### src/rtl/writeback_pkg.sv
// Shared definitions for the writeback stage: bus widths, zero constants and ALU op codes.
// Load op codes are grouped so the stage can tell a memory load from an ALU result.
package writeback_pkg;

  localparam int REG_W  = 32;
  localparam int HILO_W = 64;
  localparam int ADDR_W = 5;
  localparam int WEN_W  = 4;
  localparam int OP_W   = 8;
  localparam int CNT_W  = 64;

  localparam logic [REG_W-1:0]  ZERO_WORD  = 32'h0000_0000;
  localparam logic [HILO_W-1:0] ZERO_DWORD = 64'h0000_0000_0000_0000;

  localparam logic [OP_W-1:0] ALU_NOP = 8'h00;
  localparam logic [OP_W-1:0] ALU_LB  = 8'h20;
  localparam logic [OP_W-1:0] ALU_LH  = 8'h21;
  localparam logic [OP_W-1:0] ALU_LWL = 8'h22;
  localparam logic [OP_W-1:0] ALU_LW  = 8'h23;
  localparam logic [OP_W-1:0] ALU_LBU = 8'h24;
  localparam logic [OP_W-1:0] ALU_LHU = 8'h25;
  localparam logic [OP_W-1:0] ALU_LWR = 8'h26;
  localparam logic [OP_W-1:0] ALU_SC  = 8'h38;

  function automatic logic is_load(input logic [OP_W-1:0] op);
    logic r;
    case (op)
      ALU_LB, ALU_LBU, ALU_LH, ALU_LHU,
      ALU_LW, ALU_LWL, ALU_LWR: r = 1'b1;
      default:                  r = 1'b0;
    endcase
    return r;
  endfunction

endpackage

### src/rtl/writeback_load_align.sv
// Combinational load alignment: extracts/extends the loaded bytes and produces the
// GPR byte-lane mask (partial for the unaligned LWL/LWR merges).
module load_align
  import writeback_pkg::*;
(
  input  logic [OP_W-1:0]  op,
  input  logic [1:0]       off,
  input  logic [REG_W-1:0] rdata,
  output logic [REG_W-1:0] data,
  output logic [WEN_W-1:0] mask
);

  logic [REG_W-1:0] shifted;
  logic [7:0]       byte_v;
  logic [15:0]      half_v;

  assign shifted = rdata >> {off, 3'b000};
  assign byte_v  = shifted[7:0];
  assign half_v  = off[1] ? rdata[31:16] : rdata[15:0];

  // Select the aligned load value and the lanes it may write
  always_comb begin
    data = ZERO_WORD;
    mask = 4'b1111;
    case (op)
      ALU_LB:  data = {{24{byte_v[7]}}, byte_v};
      ALU_LBU: data = {24'h00_0000, byte_v};
      ALU_LH:  data = {{16{half_v[15]}}, half_v};
      ALU_LHU: data = {16'h0000, half_v};
      ALU_LW:  data = rdata;
      ALU_LWL: begin
        data = rdata << {2'd3 - off, 3'b000};
        mask = 4'b1111 << (2'd3 - off);
      end
      ALU_LWR: begin
        data = shifted;
        mask = 4'b1111 >> off;
      end
      default: data = ZERO_WORD;
    endcase
  end

endmodule

### src/rtl/writeback.sv
// Writeback stage: zero-latency GPR write port plus HI/LO, LLbit, retire counter and
// last retired PC, with same-cycle bypass of HI/LO and LLbit writes.
module writeback
  import writeback_pkg::*;
(
  input  logic              clk,
  input  logic              rst,
  input  logic [REG_W-1:0]  wb_pc,
  input  logic [OP_W-1:0]   wb_aluop,
  input  logic [REG_W-1:0]  wb_alures,
  input  logic [REG_W-1:0]  wb_m_vaddr,
  input  logic [REG_W-1:0]  wb_m_rdata,
  input  logic [WEN_W-1:0]  wb_wreg,
  input  logic [ADDR_W-1:0] wb_wraddr,
  input  logic              wb_hilo_wen,
  input  logic [HILO_W-1:0] wb_hilo,
  input  logic              wb_llb_wen,
  input  logic              wb_llbit,
  input  logic              llb_clr,
  output logic [WEN_W-1:0]  rf_wen,
  output logic [ADDR_W-1:0] rf_waddr,
  output logic [REG_W-1:0]  rf_wdata,
  output logic [REG_W-1:0]  hi,
  output logic [REG_W-1:0]  lo,
  output logic              llbit,
  output logic [CNT_W-1:0]  retire_cnt,
  output logic [REG_W-1:0]  last_pc
);

  logic [REG_W-1:0] hi_r;
  logic [REG_W-1:0] lo_r;
  logic             llbit_r;
  logic [CNT_W-1:0] retire_cnt_r;
  logic [REG_W-1:0] last_pc_r;
  logic [REG_W-1:0] la_data;
  logic [WEN_W-1:0] la_mask;
  logic             retire;
  logic             unused_vaddr;

  assign unused_vaddr = ^wb_m_vaddr[REG_W-1:2];
  assign retire       = (wb_aluop != ALU_NOP);

  load_align u_load_align (
    .op    (wb_aluop),
    .off   (wb_m_vaddr[1:0]),
    .rdata (wb_m_rdata),
    .data  (la_data),
    .mask  (la_mask)
  );

  assign rf_waddr = wb_wraddr;
  assign rf_wen   = wb_wreg & la_mask;

  // Loads write the aligned memory word; everything else (including SC) the ALU result
  always_comb begin
    if (is_load(wb_aluop)) begin
      rf_wdata = la_data;
    end else begin
      rf_wdata = wb_alures;
    end
  end

  // Architectural state outputs read as reset values while rst is held
  always_comb begin
    if (rst) begin
      hi    = ZERO_WORD;
      lo    = ZERO_WORD;
      llbit = 1'b0;
    end else begin
      if (wb_hilo_wen) begin
        hi = wb_hilo[63:32];
        lo = wb_hilo[31:0];
      end else begin
        hi = hi_r;
        lo = lo_r;
      end
      if (llb_clr) begin
        llbit = 1'b0;
      end else if (wb_llb_wen) begin
        llbit = wb_llbit;
      end else begin
        llbit = llbit_r;
      end
    end
  end

  assign retire_cnt = retire_cnt_r;
  assign last_pc    = last_pc_r;

  // HI/LO, LLbit, retire counter and last PC state
  always_ff @(posedge clk or posedge rst) begin
    if (rst) begin
      hi_r         <= ZERO_WORD;
      lo_r         <= ZERO_WORD;
      llbit_r      <= 1'b0;
      retire_cnt_r <= ZERO_DWORD;
      last_pc_r    <= ZERO_WORD;
    end else begin
      if (wb_hilo_wen) begin
        hi_r <= wb_hilo[63:32];
        lo_r <= wb_hilo[31:0];
      end
      if (llb_clr) begin
        llbit_r <= 1'b0;
      end else if (wb_llb_wen) begin
        llbit_r <= wb_llbit;
      end
      if (retire) begin
        retire_cnt_r <= retire_cnt_r + 64'd1;
        last_pc_r    <= wb_pc;
      end
    end
  end

endmodule

### config.mk
export PLATFORM = sky130hd
export DESIGN_NAME = writeback
export DESIGN_NICKNAME = d
export VERILOG_FILES = /design/src/rtl/writeback_pkg.sv /design/src/rtl/writeback_load_align.sv /design/src/rtl/writeback.sv
export SDC_FILE = /design/constraint.sdc
export NUM_CORES = 1
export LEC_CHECK = 0
export ABC_AREA = 1
export CAP_MARGIN = 10
export CORE_UTILIZATION = 35
export DETAILED_ROUTE_END_ITERATION = 7
export DONT_BUFFER_PORTS = 1
export GPL_TIMING_DRIVEN = 1
export SYNTH_ARGS = -nofsm -noshare
export SYNTH_HDL_FRONTEND = slang
export SYNTH_SLANG_ARGS = --single-unit
export TNS_END_PERCENT = 5
### constraint.sdc
create_clock -name clk -period 6.3 [get_ports clk]
set_input_delay 0.63 -clock clk [delete_from_list [all_inputs] [get_ports clk]]
set_output_delay 0.63 -clock clk [all_outputs]
set_load 0.02 [all_outputs]
==> results of run 1 <==
-- per-layer routing --
metal | track usage [%] | up-vias | routed length, um
met5 | 0 | - | 0
li1 | - | 4899 | -
met3 | 7.72 | 46 | 3280
met4 | 8.22 | 0 | 767
met1 | 25.3 | 4616 | 13200
met2 | 36.6 | 425 | 15600
-- power by group through the flow --
stage / Clock (mW) / Sequential [mW] / Combinational, mW
floorplan: 0 / 1.21 / 0.273
global placement: 0 / 1.22 / 0.293
detailed placement: 0 / 1.22 / 0.299
CTS: 1.20 / 1.21 / 0.300
global route: 1.24 / 1.21 / 0.336
finish: 1.18 / 1.20 / 0.296
-- cell families (layout without fill, tap and decap cells) --
family                   Yosys count  in the layout  share of synthesized area [%]
XOR/XNOR                          30             30                           2.57
other                              0              1                              0
AO/OA/AOI/OAI                    161            161                           8.13
adder cells (fa/ha/maj)            1              1                          0.123
buffers and inverters            183            157                           7.40
AND/OR/NAND/NOR                 1045           1045                           42.3
flip-flops                       161            161                           39.5
-- flip-flops by register name, indices dropped and copies added (netlist names) --
| register | flops |
|---|---|
| llbit_r | 1 |
| lo_r | 32 |
| hi_r | 32 |
| retire_cnt | 64 |
| last_pc | 32 |
-- layout by cell type, fill, tap and decap left out, drive strengths merged, types with 18 or more instances in the layout --
| cell | synthesis | final |
|---|---|---|
| nand4 | 22 | 22 |
| nand3 | 123 | 123 |
| a21oi | 66 | 66 |
| xor2 | 18 | 18 |
| inv | 118 | 119 |
| clkbuf | 28 | 23 |
| dfrtp | 161 | 161 |
| nand2 | 671 | 671 |
| nor3 | 27 | 27 |
| nor2 | 191 | 191 |
| o21ai | 89 | 89 |
-- worst paths after layout --
check | from | endpoint | depth (start not counted)
worst max register to register | retire_cnt[26]$_DFFE_PP0P_ | retire_cnt[58]$_DFFE_PP0P_ | 9
max in group asynchronous | rst | retire_cnt[58]$_DFFE_PP0P_ | 2
worst max-delay path | wb_m_vaddr[1] | rf_wdata[28] | 6
worst min-delay path | llb_clr | llbit_r$_DFF_PP0_ | 1
worst min register to register | lo_r[14]$_DFF_PP0_ | lo_r[14]$_DFF_PP0_ | 2
min in group asynchronous | rst | retire_cnt[43]$_DFFE_PP0P_ | 1
-- cells in the mapped netlist --
master    number  area (um^2)
nand2_1      666         2500
nor2_1       175          657
dfrtp_1      161         4030
nand3_1      119          596
inv_1        112          420
o21ai_0       87          435
a21oi_1       65          325
clkbuf_1      28          105
buf_2         26          130
nor3_1        24          120
nand4_1       22          138
xor2_1        18          158
nor2_2        12         75.1
xnor2_1       12          105
nand3b_1       8         60.1
buf_4          7         52.6
inv_2          5         18.8
nand2_2        5         31.3
nand3_2        4         40.0
nor2_4         4         45.0
a21boi_0       3         22.5
buf_1          3         11.3
nor3_2         2         20.0
o21ai_1        2         10.0
o21bai_1       2         15.0
a21oi_2        1         8.76
and2_1         1         6.26
buf_6          1         11.3
ha_1           1         12.5
inv_4          1         6.26
nor3_4         1         16.3
nor4_1         1         6.26
o211ai_2       1         12.5
or2_2          1         6.26
-- through the flow --
| stage | utilization, % | instances | hold slack, ns | cell area, um^2 | power [mW] |
|---|---|---|---|---|---|
| finish | 38.7 | 1940 | 0.276 | 11100 | 2.68 |
| global placement | 36.4 | 1907 | 0.449 | 10400 | 1.52 |
| detailed placement | 36.4 | 1907 | 0.455 | 10400 | 1.52 |
| global route | 38.7 | 1940 | 0.258 | 11100 | 2.79 |
| floorplan | - | 1581 | 0.437 | 10200 | 1.48 |
| CTS | 38.7 | 1939 | 0.253 | 11100 | 2.71 |
-- area by class of cell --
cell class	count	area [um^2]	area share, %
clock inverter	9	201	1.81
clock buffer	23	468	4.21
inverter	118	450	4.05
tap	384	480	4.33
multi-input combinational	1237	5420	48.8
antenna	1	2.50	0.0225
timing repair buffer	7	52.6	0.473
sequential	161	4030	36.3
-- worst reg2reg max path: stages (launching register included) --
cell and delay, ns:
dfrtp_1 0.60, nand2_1 0.14, nor2_1 0.33, nand2_1 0.23
nor2_1 0.26, nand2_1 0.09, nor2_1 0.14, nand3_1 0.09
nand2_1 0.07, nand2_1 0.05
==> impl_metrics.csv, run 1 <==
group,metric,value,unit
power_and_ir_drop,combPwrFrac,11.0,%
drt,drc_errors,0,
floorplanning,initial_utilization,35.6,%
cts,clk_latency,0.42,ns
drt,viasPerCell,5.15,
setup_path,crit_top_cell,"inv_1",
cells_and_area,syn2layout_area_growth,8.84,%
sta,finalSetupViolations,0,
sta,rsz0062_at_grt,"no",
placement,numPortBuffers,0,
power_and_ir_drop,intPower,1.95,mW
min_path,holdCritPathClass,"input pin to register",
placement,gp_congestion,0.928,
synth,yosys_warnings,0,
power_and_ir_drop,p_seq_share,44.9,%
cts,clockRootBuffer,"clkbuf_16",
sta,final.setup.tns,0,ns
setup_path,critPathBufInv,2,
drt,antenna_left,0,
synth,netlist_area,10200,um^2
setup_path,cp_max_fo,45,
sta,fmax,298,MHz
power_and_ir_drop,switching_power,0.728,mW
sta,slew_headroom,24.9,%
floorplanning,die_w,173,um
synth,syn_nets,1797,
setup_path,worstSetupEndpointType,"primary output",
drt,drtIter0Drc,857,
cts,cts_tree,"done",
cells_and_area,nFillCells,3093,
flow_run,cap_viol_max_count,0,
global_route,antenna_found_initial,1,
synth,netlist_instances,1581,
cts,htreeDepth,4,
cells_and_area,drive_above_1_share,4.76,%
drt,dr.pass1.iters,5,
power_and_ir_drop,p_clk_share,44.0,%
synth,yosysSeqAreaShare,39.5,%
setup_path,crit_family,"buffers and inverters",
floorplanning,row_count,62,
floorplanning,die-area,29800,um^2
sta,finalHoldViolations,0,
setup_path,setup.worst_path.class,"input pin to primary output",
setup_path,required,5.67,ns
setup_path,r2r_slack,4.17,ns
setup_path,cp-start-kind,"input pin",
cts,path_clk_slew,0.06,ns
cts,clockBufferDepth,2,
sta,finalMaxSlewViolations,0,
power_and_ir_drop,ir_drop,0.233,mV
global_route,grtUsageTotal,21.7,%
sta,tightest_slew,1.13,ns
global_route,grt_pass1_wl,50900,um
setup_path,cp_slowest_stage_delay,0.79,ns
sta,skew,0.00809,ns
synth,avgSynthCellArea,6.46,um^2
cts,clock_sinks,161,
power_and_ir_drop,p_leak,5.24,nW
synth,synth-seq-cells,161,
run_status,status,"complete, no violations",
setup_path,crit_slowest_cell,"inv_1",
cts,cts_setup_buffers,0,
sta,setup_slack,2.95,ns
power_and_ir_drop,swShare,27.2,%
global_route,grt_pass1_vias,9239,
floorplanning,die_y,173,um
placement,hpwl,24500,um
synth,ys_types,34,
cts,post_cts_resize_count,0,
sta,post-route-period-util,53.2,%
floorplanning,ios,417,
sta,finalCriticalPeriod,3.35,ns
placement,place_ws,2.98,ns
drt,wire_per_inst,16.9,um
cts,postCtsHoldBufs,0,
drt,finalWirelength,32900,um
drt,vias,9986,
floorplanning,core,28700,um^2
power_and_ir_drop,power_density,241,nW/um^2
global_route,grt_overflow,0,
setup_path,worstPathArrival,2.72,ns
setup_path,path_cells,"inv_1 -> nand2_1 -> o211ai_2 -> nand2_2 -> inv_1 -> nand3_1",
global_route,grt_max_degree,116,
cts,cts_inserted_buffers,17,
cells_and_area,final_nets,1758,
No activity file was read; power rests on OpenSTA's default activity.
==> run 2, diff against run 1 <==
==> constraint.sdc (replaced) <==
create_clock -name clk -period 3.37 [get_ports clk]
set_input_delay 0.337 -clock clk [delete_from_list [all_inputs] [get_ports clk]]
set_output_delay 0.337 -clock clk [all_outputs]
set_load 0.02 [all_outputs]
==> impl_metrics.csv, run 2 (same netlist as run 1, synthesis figures left out) <==
group,metric,value,unit
cells_and_area,nFillCells,3098,
global_route,grt_pass1_wl,50400,um
setup_path,setup.worst_path.class,"input pin to primary output",
setup_path,worstPathArrival,2.21,ns
sta,rsz0062_at_grt,"no",
power_and_ir_drop,switching_power,1.43,mW
power_and_ir_drop,power_density,427,nW/um^2
flow_run,cap_viol_max_count,0,
drt,antenna_left,0,
setup_path,crit_family,"simple AND/OR/NAND/NOR gates",
placement,numPortBuffers,0,
setup_path,cp_max_fo,19,
setup_path,critPathBufInv,3,
cts,clockRootBuffer,"clkbuf_16",
drt,drc_errors,0,
setup_path,cp_slowest_stage_delay,0.67,ns
power_and_ir_drop,p_clk_share,41.2,%
cells_and_area,fin_util,39.3,%
setup_path,crit_slowest_cell,"a21oi_2",
cells_and_area,mostFrequentLayoutCell,"nand2_1",
power_and_ir_drop,ir_drop,0.401,mV
sta,tightest_slew,0.885,ns
power_and_ir_drop,swShare,29.7,%
power_and_ir_drop,p_leak,5.30,nW
sta,setup_slack,0.819,ns
sta,holdWs,0.0204,ns
sta,slew_headroom,40.4,%
floorplanning,die_y,173,um
global_route,grt_pass1_vias,9376,
power_and_ir_drop,p_seq_share,46.8,%
cells_and_area,syn2layout_area_growth,10.5,%
drt,finalWirelength,32700,um
power_and_ir_drop,combPwrFrac,12.0,%
sta,fmax,392,MHz
cells_and_area,drive_above_1_share,5.39,%
floorplanning,ios,417,
floorplanning,initial_utilization,35.6,%
sta,finalCriticalPeriod,2.55,ns
power_and_ir_drop,power,4.81,mW
sta,finalSetupViolations,0,
cells_and_area,final_nets,1779,
cts,cts_tree,"done",
setup_path,required,3.03,ns
drt,dr.pass1.iters,5,
cells_and_area,largest_reg_flops,64,
cts,htreeDepth,4,
floorplanning,die-area,29800,um^2
setup_path,path_cells,"inv_1 -> nor2_1 -> nand2_2 -> inv_4 -> nand2_2 -> nand2_1 -> a21oi_2 -> buf_4 -> nand3_1 -> nand2_1",
sta,finalMaxSlewViolations,0,
placement,gp_congestion,0.926,
cts,clock_sinks,161,
cts,path_clk_slew,0.06,ns
sta,final.setup.tns,0,ns
cts,post_cts_resize_count,0,
drt,vias,10000,
floorplanning,core,28700,um^2
cts,clk_latency,0.43,ns
floorplanning,die_w,173,um
placement,hpwl,24800,um
drt,drtIter0Drc,663,
power_and_ir_drop,intPower,3.38,mW
cts,cts_inserted_buffers,17,
global_route,antenna_found_initial,1,
drt,wire_per_inst,16.7,um
global_route,grt_overflow,0,
setup_path,worstSetupEndpointType,"primary output",
sta,post-route-period-util,75.7,%
floorplanning,row_count,62,
sta,finalHoldViolations,0,
sta,skew,0.00612,ns
global_route,grt_max_degree,67,
cts,clockBufferDepth,2,
min_path,holdCritPathClass,"input pin to register",
run_status,status,"complete, no violations",
drt,viasPerCell,5.12,
global_route,grtUsageTotal,21.5,%
setup_path,cp-start-kind,"input pin",
cells_and_area,final_cell_mix,"666 x nand2_1, 174 x nor2_1, 161 x dfrtp_1",
placement,place_ws,0.810,ns
run 2: cell count changes in the layout (fill, tap and decap cells not counted), sizes merged:
| cell | previous run | this run |
|---|---|---|
| dlygate4sd3 | 0 | 14 |
| buf | 7 | 14 |
| bufinv | 6 | 2 |
| clkbuf | 23 | 19 |
| clkinvlp | 1 | 5 |
| clkinv | 1 | 4 |
| inv | 119 | 120 |
run 2: per-stage QoR:
stage	area [um^2]	cells
after global routing	11300	1961
after floorplan	10200	1581
after CTS	11200	1958
after detailed placement	10500	1913
after global placement	10500	1913
final	11300	1961
run 2: path summary, 6_finish.rpt:
check | end | slack [ns] | cells past startpoint | startpoint
min in group asynchronous | retire_cnt[29]$_DFFE_PP0P_ | 0.50 | 2 | rst
max in group asynchronous | retire_cnt[58]$_DFFE_PP0P_ | 2.00 | 4 | rst
setup reg to reg | retire_cnt[58]$_DFFE_PP0P_ | 1.25 | 9 | retire_cnt[26]$_DFFE_PP0P_
hold reg to reg | hi_r[2]$_DFF_PP0_ | 0.47 | 2 | hi_r[2]$_DFF_PP0_
setup / recovery | rf_wdata[10] | 0.82 | 10 | wb_aluop[5]
hold / removal | last_pc[31]$_DFFE_PP0P_ | 0.02 | 2 | wb_pc[31]
run 2: final cells by class:
class / instances / area [um^2] / share of cell area [%]
Antenna cell: 1 / 2.50 / 0.0222
Clock buffer: 19 / 453 / 4.02
Clock inverter: 13 / 154 / 1.36
Inverter: 118 / 449 / 3.98
Multi-Input combinational cell: 1237 / 5420 / 48.1
Sequential cell: 161 / 4030 / 35.7
Tap cell: 384 / 480 / 4.26
Timing Repair Buffer: 28 / 283 / 2.51
run 2: what timing repair did:
action,in CTS,in global routing
hold buffers,13,1
hold endpoints to repair,13,16
buffers inserted,0,0
endpoints found under the setup margin,0,0
run 2: layer usage:
metal  global-route usage, %  wire length (um)  part of all wire [%]  up-vias
met3                    7.10              2860                   8.7       59
met1                    25.1             13400                    41     4612
met2                    35.4             15200                    47      410
li1                        -                 -                     -     4951
met5                       0                 0                     0        -
met4                    10.5              1250                   3.8        0
run 2: power by group through the flow:
stage               sequential [mW]  clock [mW]  combinational, mW
floorplan                      2.26           0              0.511
global placement               2.28           0              0.556
detailed placement             2.28           0              0.568
CTS                            2.25        2.03              0.582
global route                   2.26        2.09              0.651
finish                         2.25        1.98              0.578
==> run 3, diff against run 2 <==
==> constraint.sdc (replaced) <==
create_clock -name clk -period 2.4 [get_ports clk]
set_input_delay 0.24 -clock clk [delete_from_list [all_inputs] [get_ports clk]]
set_output_delay 0.24 -clock clk [all_outputs]
set_load 0.02 [all_outputs]
==> impl_metrics.csv, run 3 (same netlist as run 1, synthesis figures left out) <==
group,metric,value,unit
run_status,status,"complete, no violations",
power_and_ir_drop,swShare,29.0,%
min_path,worstHoldStart,"wb_hilo_wen",
sta,fmax,452,MHz
cts,clock_sinks,161,
sta,slew_headroom,50.7,%
floorplanning,die_y,173,um
cells_and_area,fin_util,43.1,%
power_and_ir_drop,p_leak,5.82,nW
drt,drc_errors,0,
min_path,holdCritPathClass,"input pin to register",
floorplanning,die-area,29800,um^2
cts,cts_tree,"done",
setup_path,cp-start-kind,"input pin",
floorplanning,core,28700,um^2
drt,top_layer,"met4",
placement,numPortBuffers,0,
drt,finalWirelength,35200,um
flow_run,cap_viol_max_count,0,
sta,rsz0062_at_grt,"no",
sta,skew,0.00801,ns
cells_and_area,nFillCells,2962,
placement,gp_congestion,0.940,
cts,clockBufferDepth,2,
sta,tightest_slew,0.738,ns
global_route,grtUsageTotal,23.3,%
power_and_ir_drop,ir_drop,0.561,mV
sta,finalCriticalPeriod,2.21,ns
setup_path,cp-startpoint,"wb_aluop[5]",
floorplanning,ios,417,
drt,dr.pass1.iters,5,
global_route,grt_max_degree,97,
cells_and_area,final_nets,1892,
sta,post-route-period-util,92.1,%
sta,finalHoldViolations,0,
cts,path_clk_slew,0.06,ns
drt,wire_per_inst,17.0,um
drt,wl_met2,17000,um
setup_path,setup.worst_path.class,"input pin to primary output",
power_and_ir_drop,intPower,4.93,mW
cells_and_area,largest_reg_flops,64,
placement,dpl-instance-area,10700,um^2
cells_and_area,antenna_cells,0,
placement,hpwl,25600,um
cts,clockRootBuffer,"clkbuf_16",
drt,vias,10600,
setup_path,worstPathArrival,1.97,ns
setup_path,timing.rr.start,"retire_cnt[0]$_DFFE_PP0P_",
power_and_ir_drop,switching_power,2.01,mW
drt,antenna_left,0,
cells_and_area,syn2layout_area_growth,21.3,%
power_and_ir_drop,p_seq_share,45.5,%
drt,viasPerCell,5.13,
cells_and_area,mostFrequentLayoutCell,"nand2_1",
global_route,grt_pass1_wl,54600,um
cells_and_area,stdcell_area,12400,um^2
drt,routed-wl-met3,2990,um
drt,routedLengthMet1,13800,um
power_and_ir_drop,power,6.95,mW
floorplanning,die_w,173,um
power_and_ir_drop,combPwrFrac,13.8,%
setup_path,required,2.16,ns
sta,finalSetupViolations,0,
floorplanning,row_count,62,
power_and_ir_drop,power_density,561,nW/um^2
global_route,grt_pass1_vias,10200,
drt,drtIter0Drc,758,
setup_path,cp_max_fo,22,
cts,htreeDepth,4,
placement,place_inst,1939,
cells_and_area,drive_above_1_share,6.51,%
power_and_ir_drop,p_clk_share,40.7,%
cells_and_area,final_cell_mix,"666 x nand2_1, 174 x nor2_1, 161 x dfrtp_1",
setup_path,worstSetupEndpointType,"primary output",
global_route,antenna_found_initial,0,
sta,finalMaxSlewViolations,0,
cts,clk_latency,0.43,ns
cts,cts_inserted_buffers,17,
global_route,grt_overflow,0,
floorplanning,initial_utilization,35.6,%
cells_and_area,stdcell_count,2073,
[run 3: final timing paths]
path	end	cells after the start	slack [ns]
min in group asynchronous	retire_cnt[41]$_DFFE_PP0P_	2	0.34
worst max register to register	retire_cnt[52]$_DFFE_PP0P_	10	0.35
worst min register to register	lo_r[29]$_DFF_PP0_	2	0.46
max in group asynchronous	retire_cnt[62]$_DFFE_PP0P_	3	1.26
worst min-delay path	lo_r[7]$_DFF_PP0_	3	0.15
worst max-delay path	rf_wdata[19]	11	0.19
[run 3: critical path: stages]
cell and delay, ns:
inv_1 0.03, nor2_1 0.04, nand2_2 0.12, inv_4 0.04, buf_4 0.17, nand2_2 0.17, nand2_1 0.15, a21oi_2 0.45
buf_12 0.23, nand3_1 0.08, nand2_1 0.22
[run 3: power by group through the flow]
stage	logic (mW)	registers (mW)	clock network [mW]
final	0.962	3.16	2.83
after detailed placement	0.802	3.21	0
after global routing	1.06	3.19	2.99
after floorplan	0.723	3.17	0
after global placement	0.791	3.21	0
after CTS	0.957	3.16	2.89
[run 3: routing by layer]
layer,up-vias,track usage [%]
li1,5185,-
met1,4936,26.0
met2,425,39.5
met3,80,7.87
met4,0,11.5
met5,-,0
[run 3: area by class of cell]
type	count	area, um^2	share of cell area, %
multi-input combinational	1237	5430	43.9
clock buffer	20	457	3.69
inverter	118	449	3.63
clock inverter	12	159	1.28
tap	384	480	3.88
timing repair buffer	141	1370	11.1
sequential	161	4030	32.6
[run 3: timing repair]
action,in CTS,in global routing
buffers inserted,0,0
setup endpoints to repair,1,0
endpoints found under the hold margin,162,0
resized for setup,1,0
hold buffers,102,0
[run 3: through the flow]
step	setup TNS, ns	setup slack [ns]	hold slack (ns)
2_1_floorplan	-27.14	-0.169	0.313
3_3_place_gp	0	0.0821	0.0954
3_5_place_dp	0	0.00321	0.0992
4_1_cts	0	0.191	0.144
5_1_grt	0	0.0434	0.175
6_report	0	0.189	0.152
